===== src/rtl/fighter_motion.sv =====
// Per-fighter position controller: synchronised buttons in, registered top-left
// sprite coordinate out, updated once per unfrozen frame tick.
module fighter_motion #(
    parameter int unsigned START_X  = 8,
    parameter int unsigned SPRITE_W = 12,
    parameter int unsigned SPRITE_H = 20,
    parameter int unsigned SCREEN_W = 96,
    parameter int unsigned SCREEN_H = 64,
    parameter int unsigned STEP     = 2,
    parameter int unsigned JUMP_V0  = 6,
    parameter int unsigned GRAVITY  = 1
) (
    input  logic       clk,
    input  logic       rst_n,
    input  logic       frame_tick,
    input  logic       freeze,
    input  logic       btn_left,
    input  logic       btn_right,
    input  logic       btn_jump,
    output logic [7:0] x_pos,
    output logic [7:0] y_pos,
    output logic       airborne,
    output logic [1:0] state
);

    localparam int unsigned GROUND_Y = SCREEN_H - 1 - SPRITE_H;
    localparam int unsigned X_MAX    = SCREEN_W - 1 - SPRITE_W;

    localparam logic [8:0] GroundY9  = 9'(GROUND_Y);
    localparam logic [8:0] XMax9     = 9'(X_MAX);
    localparam logic [8:0] Step9     = 9'(STEP);
    localparam logic [8:0] Grav9     = 9'(GRAVITY);
    localparam logic [8:0] TakeoffY9 = 9'(GROUND_Y - JUMP_V0);
    localparam logic [3:0] Vel0      = 4'(JUMP_V0 - GRAVITY);

    typedef enum logic [1:0] {
        StGround = 2'd0,
        StRise   = 2'd1,
        StFall   = 2'd2
    } state_e;

    // Bit order: {jump, right, left}
    logic [2:0] btn_s1_q, btn_s2_q;
    logic       jump_prev_q, jump_req_q, jump_req_d;
    logic       jump_rise, jump_now;

    state_e     state_q, state_d;
    logic [7:0] x_q, x_d, y_q, y_d;
    logic [3:0] vel_q, vel_d;
    logic       airborne_q;

    logic [8:0] x_ext, y_ext, vel_ext, nv;
    logic       left, right;

    assign left      = btn_s2_q[0];
    assign right     = btn_s2_q[1];
    assign jump_rise = btn_s2_q[2] & ~jump_prev_q;
    assign jump_now  = jump_req_q | jump_rise;
    // A pending request never survives a tick or a freeze.
    assign jump_req_d = (frame_tick || freeze) ? 1'b0 : (jump_req_q | jump_rise);

    always_ff @(posedge clk or negedge rst_n) begin
        if (!rst_n) begin
            btn_s1_q    <= 3'b000;
            btn_s2_q    <= 3'b000;
            jump_prev_q <= 1'b0;
            jump_req_q  <= 1'b0;
        end else begin
            btn_s1_q    <= {btn_jump, btn_right, btn_left};
            btn_s2_q    <= btn_s1_q;
            jump_prev_q <= btn_s2_q[2];
            jump_req_q  <= jump_req_d;
        end
    end

    always_comb begin
        x_ext = {1'b0, x_q};
        x_d   = x_q;
        if (left && !right) begin
            x_d = (x_ext < Step9) ? 8'd0 : 8'(x_ext - Step9);
        end else if (right && !left) begin
            x_d = (x_ext + Step9 > XMax9) ? 8'(XMax9) : 8'(x_ext + Step9);
        end
    end

    always_comb begin
        y_ext   = {1'b0, y_q};
        vel_ext = {5'b00000, vel_q};
        nv      = vel_ext + Grav9;
        state_d = state_q;
        y_d     = y_q;
        vel_d   = vel_q;
        case (state_q)
            StGround: begin
                if (jump_now) begin
                    y_d = 8'(TakeoffY9);
                    if (JUMP_V0 <= GRAVITY) begin
                        state_d = StFall;
                        vel_d   = 4'd0;
                    end else begin
                        state_d = StRise;
                        vel_d   = Vel0;
                    end
                end
            end
            StRise: begin
                if (y_ext < vel_ext) begin
                    state_d = StFall;
                    y_d     = 8'd0;
                    vel_d   = 4'd0;
                end else begin
                    y_d = 8'(y_ext - vel_ext);
                    if (vel_ext <= Grav9) begin
                        state_d = StFall;
                        vel_d   = 4'd0;
                    end else begin
                        vel_d = 4'(vel_ext - Grav9);
                    end
                end
            end
            StFall: begin
                if (y_ext + nv >= GroundY9) begin
                    state_d = StGround;
                    y_d     = 8'(GroundY9);
                    vel_d   = 4'd0;
                end else begin
                    y_d   = 8'(y_ext + nv);
                    vel_d = (nv > 9'd15) ? 4'hf : nv[3:0];
                end
            end
            default: begin
                state_d = StGround;
                y_d     = 8'(GroundY9);
                vel_d   = 4'd0;
            end
        endcase
    end

    always_ff @(posedge clk or negedge rst_n) begin
        if (!rst_n) begin
            state_q    <= StGround;
            x_q        <= 8'(START_X);
            y_q        <= 8'(GroundY9);
            vel_q      <= 4'd0;
            airborne_q <= 1'b0;
        end else if (frame_tick && !freeze) begin
            state_q    <= state_d;
            x_q        <= x_d;
            y_q        <= y_d;
            vel_q      <= vel_d;
            airborne_q <= (state_d != StGround);
        end
    end

    assign x_pos    = x_q;
    assign y_pos    = y_q;
    assign airborne = airborne_q;
    assign state    = state_q;

endmodule


===== config.mk =====
export PLATFORM = sky130hd
export DESIGN_NAME = fighter_motion
export DESIGN_NICKNAME = d
export VERILOG_FILES = /design/src/rtl/fighter_motion.sv
export SDC_FILE = /design/constraint.sdc
export NUM_CORES = 1
export LEC_CHECK = 0
export ABC_AREA = 1
export BUFFER_PORTS_ARGS = -buffer_cell sky130_fd_sc_hd__buf_4
export CAP_MARGIN = 20
export CORE_UTILIZATION = 35
export DETAILED_ROUTE_END_ITERATION = 8
export PLACE_DENSITY = 0.51
export SLEW_MARGIN = 20
export SYNTH_ARGS = -nofsm -noshare
export SYNTH_HDL_FRONTEND = slang
export SYNTH_SLANG_ARGS = --single-unit

===== constraint.sdc =====
create_clock -name clk -period 2.36 [get_ports clk]
set_input_delay 0.472 -clock clk [delete_from_list [all_inputs] [get_ports clk]]
set_output_delay 0.472 -clock clk [all_outputs]
set_load 0.01 [all_outputs]

==> results.txt <==
The register clock-pin slew on the reported worst setup and hold paths is 60 ps. The tree is rooted in a sky130_fd_sc_hd__clkbuf_8. The clock power share is 0.084, and the fraction of power spent switching nets is 0.482. The longest clock path from root to sink contains 2 buffers. The final reports fail on DRC, setup timing.

The net count reported at finish was 402. Internal power comes to 2.64 mW. The commonest cells after synthesis are 86 x sky130_fd_sc_hd__nand2_1, 41 x sky130_fd_sc_hd__inv_1, 29 x sky130_fd_sc_hd__nand3_1, 26 x sky130_fd_sc_hd__dfrtp_1, 22 x sky130_fd_sc_hd__nor2_1. Summed over all nets, the half-perimeter wirelength after detailed placement is 4630 um. TritonCTS built the clock tree.

The peak ir drop on the vdd network is 0.000861 V, and the initial antenna violation count is 0. The run gives 0.486 as the core utilization of the finished layout. The count of nets left with antenna violations once routing finished came out at 0.

In this run the worst setup path terminates at vel_q[1]. Final count of pins violating max slew: 0. The reg-to-reg endpoint is vel_q[1]. The top-area cell type share of the netlist area is 0.275. Measured in cells, the most critical reg-to-reg path has a length of 13. Global-route wire length before repair: 10,300 um. The worst setup path is launched from a flop. The floorplan die height was 84.2 um.

The vias per cell was 5.01. The largest total area in the synthesized netlist belongs to sky130_fd_sc_hd__dfrtp_1. The tools report the kind of capture point of the worst setup path as a flop.

Via count of the first global-routing pass: 2,190. The tools report the count of standard-cell rows as 29. The number of sinks driven by the clock tree is 31, and the number of fillers in the final layout is 642. In this run the worst setup path begins at vel_q[0]. For this run, the leading register cell type out of synthesis is sky130_fd_sc_hd__dfrtp_1.

Number of port buffers: 25. Summed over all nets, the switching power comes to 2.45 mW. Among all cell types in the netlist, the one instantiated most often is sky130_fd_sc_hd__nand2_1. The worst path needs 2410 ps of the cycle, external delays included. After detailed routing, the total wire length is 6160 um. The portion of the clock cycle consumed by the worst path in the final layout is 1.02, and the post-synthesis instance area is 2360 um2.

The worst slew margin relative to its limit was 0.638. The fraction of registers with async set or reset after synthesis is 1.00, and the leakage power figure is 1.52 nW. For this run, the number of standard cells in the final layout without fillers is 456. The tools report the number of instances in the synthesized netlist as 324. Largest driver fanout on the critical path: 5. Setup repair after global routing could not meet its margin everywhere. The run finished, with violations left. The logs give 0.708 for the combinational cell fraction of total power and 7 for the length of the first detailed-routing pass in iterations. For this block, the via count after detailed routing is 2,285. Hold repair after CTS inserted 0 buffers.

In this run, CTS created clock tree buffers numbering 5. Library cell contributing the largest single delay on the critical path: sky130_fd_sc_hd__fa_2. The H-tree was split into 2 levels. In this run the register-to-register setup slack is -50 ps. The number of setup violations in the final report was 1; the overall global routing resource usage was 0.183.

Derived from the worst setup path, the maximum achievable clock frequency is 414 MHz. The number of primary I/O pins was 26; the net count of the mapped netlist was 348. The slew at the pin with the worst max-slew slack is 541 ps.

Number of maximum-capacitance violations: 0. The final setup TNS was -54.1 ps; the proportion of layout cells with a drive suffix above 1 was 0.330. The repair_antennas step left the layout with diodes totalling 0. The die covers 7090 um2.

Starting density of the core: 0.368. Walking the worst path, the cells encountered are inv_4 > ha_4 > inv_4 > fa_2 > or2_4 > nand2_2 > nand3_2 > nand2_2 > nand2_4 > nand4_4 > o21bai_1 > nand2_1 > nand2_1. The tools report the fraction of the yosys area taken by sequential cells as 0.331.

For this run, the number of Yosys warnings is 0. The run gives 3.08 ps as the post-route clock skew. Yosys attributes the largest share of cell area to sky130_fd_sc_hd__dfrtp_1 28%, sky130_fd_sc_hd__nand2_1 14%, sky130_fd_sc_hd__ha_1 7.9%.

The run gives 0.208 as the portion of total power attributed to sequential cells. The floorplan step set the die width to 84.2 um. The per-cell routed wire length came out at 13.5 um.

The insertion delay of the later-clocked pin in the worst-skew pair is 280 ps, and the number of register bits inferred by synthesis is 31. After layout, the design draws a total of 5.10 mW. The worst hold slack is 116 ps, and the remaining design rule violation count is 6. The relative area change from synthesis to final layout was 32.0%. Entering global routing, the biggest net connects 32 pins.

The critical path is of the flop to flop type. Routability-driven placement finished with a final weighted congestion of 0.837. After global routing the overflow that remains totals 0. The cell total after placement came out at 443. The hold violation total from the final report is 0.

The startpoint identified for the worst register-to-register timing path is vel_q[0]. The setup slack of the critical path after layout is -54.1 ps. The type of the tightest min-delay check was primary input to async pin. Dividing the synthesized area by the synthesized cell count gives 7.29 um2. Data on the critical path arrives at its endpoint at 2620 ps. The core region is 6420 um2. Counting flops with a built-in enable in the synthesized netlist gives 0. The required time at the worst-slack endpoint was 2570 ps.

For this block, the initial DRC count from the detailed router was 121. Power spread over the standard cell area amounts to 1630 nW/um2. The largest single stage delay on the critical path is 540 ps.

The netlist uses 37 different library cells.
[power groups by stage]
| stage | registers [mW] | logic [mW] | clock network [mW] |
|---|---|---|---|
| floorplan | 1.01 | 1.96 | 0 |
| global placement | 1.03 | 3.00 | 0 |
| detailed placement | 1.02 | 2.98 | 0 |
| CTS | 1.03 | 3.09 | 0.445 |
| global route | 1.10 | 3.99 | 0.472 |
| finish | 1.06 | 3.61 | 0.430 |
[per-stage QoR]
| stage | worst slack, ps | cell area [um2] |
|---|---|---|
| 2_1_floorplan | 47.2 | 2360 |
| 3_3_place_gp | -85.9 | 2780 |
| 3_5_place_dp | -87.1 | 2780 |
| 4_1_cts | 10.9 | 2920 |
| 5_1_grt | -120 | 3120 |
| 6_report | -54.1 | 3120 |
[layout by cell type (no fill, tap or decap), types with 2 or more instances in the layout]
| cell type | instances |
|---|---|
| sky130_fd_sc_hd__dfstp_2 | 5 |
| sky130_fd_sc_hd__buf_4 | 49 |
| sky130_fd_sc_hd__xor2_1 | 12 |
| sky130_fd_sc_hd__nand3_1 | 26 |
| sky130_fd_sc_hd__a21oi_2 | 2 |
| sky130_fd_sc_hd__xor2_4 | 2 |
| sky130_fd_sc_hd__dfrtp_1 | 23 |
| sky130_fd_sc_hd__a21oi_1 | 12 |
| sky130_fd_sc_hd__nor3_1 | 4 |
| sky130_fd_sc_hd__nand4_1 | 7 |
| sky130_fd_sc_hd__nand3_2 | 3 |
| sky130_fd_sc_hd__dfrtp_2 | 3 |
| sky130_fd_sc_hd__clkbuf_8 | 6 |
| sky130_fd_sc_hd__o21ai_1 | 5 |
| sky130_fd_sc_hd__o211ai_1 | 2 |
| sky130_fd_sc_hd__nor2_1 | 21 |
| sky130_fd_sc_hd__ha_4 | 6 |
| sky130_fd_sc_hd__inv_1 | 35 |
| sky130_fd_sc_hd__inv_2 | 11 |
| sky130_fd_sc_hd__ha_1 | 8 |
| sky130_fd_sc_hd__inv_4 | 2 |
| sky130_fd_sc_hd__o21bai_1 | 5 |
| sky130_fd_sc_hd__nor2_2 | 5 |
| sky130_fd_sc_hd__o21ai_2 | 2 |
| sky130_fd_sc_hd__o21ai_0 | 11 |
| sky130_fd_sc_hd__nand2_1 | 74 |
| sky130_fd_sc_hd__nand2_2 | 15 |
[worst min-delay path by stage]
stage	startpoint	end	slack, ps	cells after the start
2_1_floorplan	rst_n	airborne	180	0
3_3_place_gp	btn_s1_q[0]	btn_s2_q[0]	330	0
3_5_place_dp	btn_s1_q[2]	btn_s2_q[2]	340	0
4_1_cts	rst_n	vel_q[2]	130	1
5_1_grt	rst_n	x_pos[6]	150	1
6_report	rst_n	btn_s2_q[2]	120	1
[cells by family after synthesis]
| kind of cell | share of synthesized area |
|---|---|
| xor gates and xnor gates | 0.0556 |
| and+or+nand+nor | 0.326 |
| buffers and inverters | 0.0895 |
| DFF | 0.331 |
| AOI/OAI and AO/OA | 0.102 |
| adders and majority gates | 0.0963 |
[what timing repair did]
| action | in CTS | in global routing |
|---|---|---|
| setup endpoints to repair | 9 | 12 |
| setup buffers | 1 | 3 |
| resized for setup | 4 | 45 |
| pin swaps | 0 | 22 |
| gates cloned | 1 | 0 |
[critical path, delay by kind of cell (launching register included)]
kind / cells / cell delay [ps]
adder cells (fa/ha/maj): 2 / 830
AND/OR/NAND/NOR: 8 / 750
flip-flops: 1 / 440
AO/OA/AOI/OAI: 1 / 230
buffers and inverters: 2 / 100
[cell type report]
cell class / count / area, um2 / area share
Clock inverter: 1 / 5.00 / 0.00160
Tap cell: 77 / 96.3 / 0.0309
Sequential cell: 31 / 786 / 0.252
Multi-Input combinational cell: 241 / 1580 / 0.506
Inverter: 49 / 189 / 0.0606
Timing Repair Buffer: 50 / 379 / 0.122
Clock buffer: 7 / 86.3 / 0.0277
[state kept, by name, indices dropped and copies added (netlist names), 2 cells and up]
name	flops
x_pos	8
y_pos	8
vel_q	4
btn_s1_q	3
btn_s2_q	3
state	2
[layer usage]
metal | up-vias | share of wire | track usage
li1 | 1152 | - | -
met1 | 1089 | 0.49 | 0.247
met2 | 39 | 0.47 | 0.301
met3 | 5 | 0.032 | 0.0275
met4 | 0 | 0.0054 | 0.0611
met5 | - | 0 | 0
Note: power is estimated with default switching activity, not from simulation.
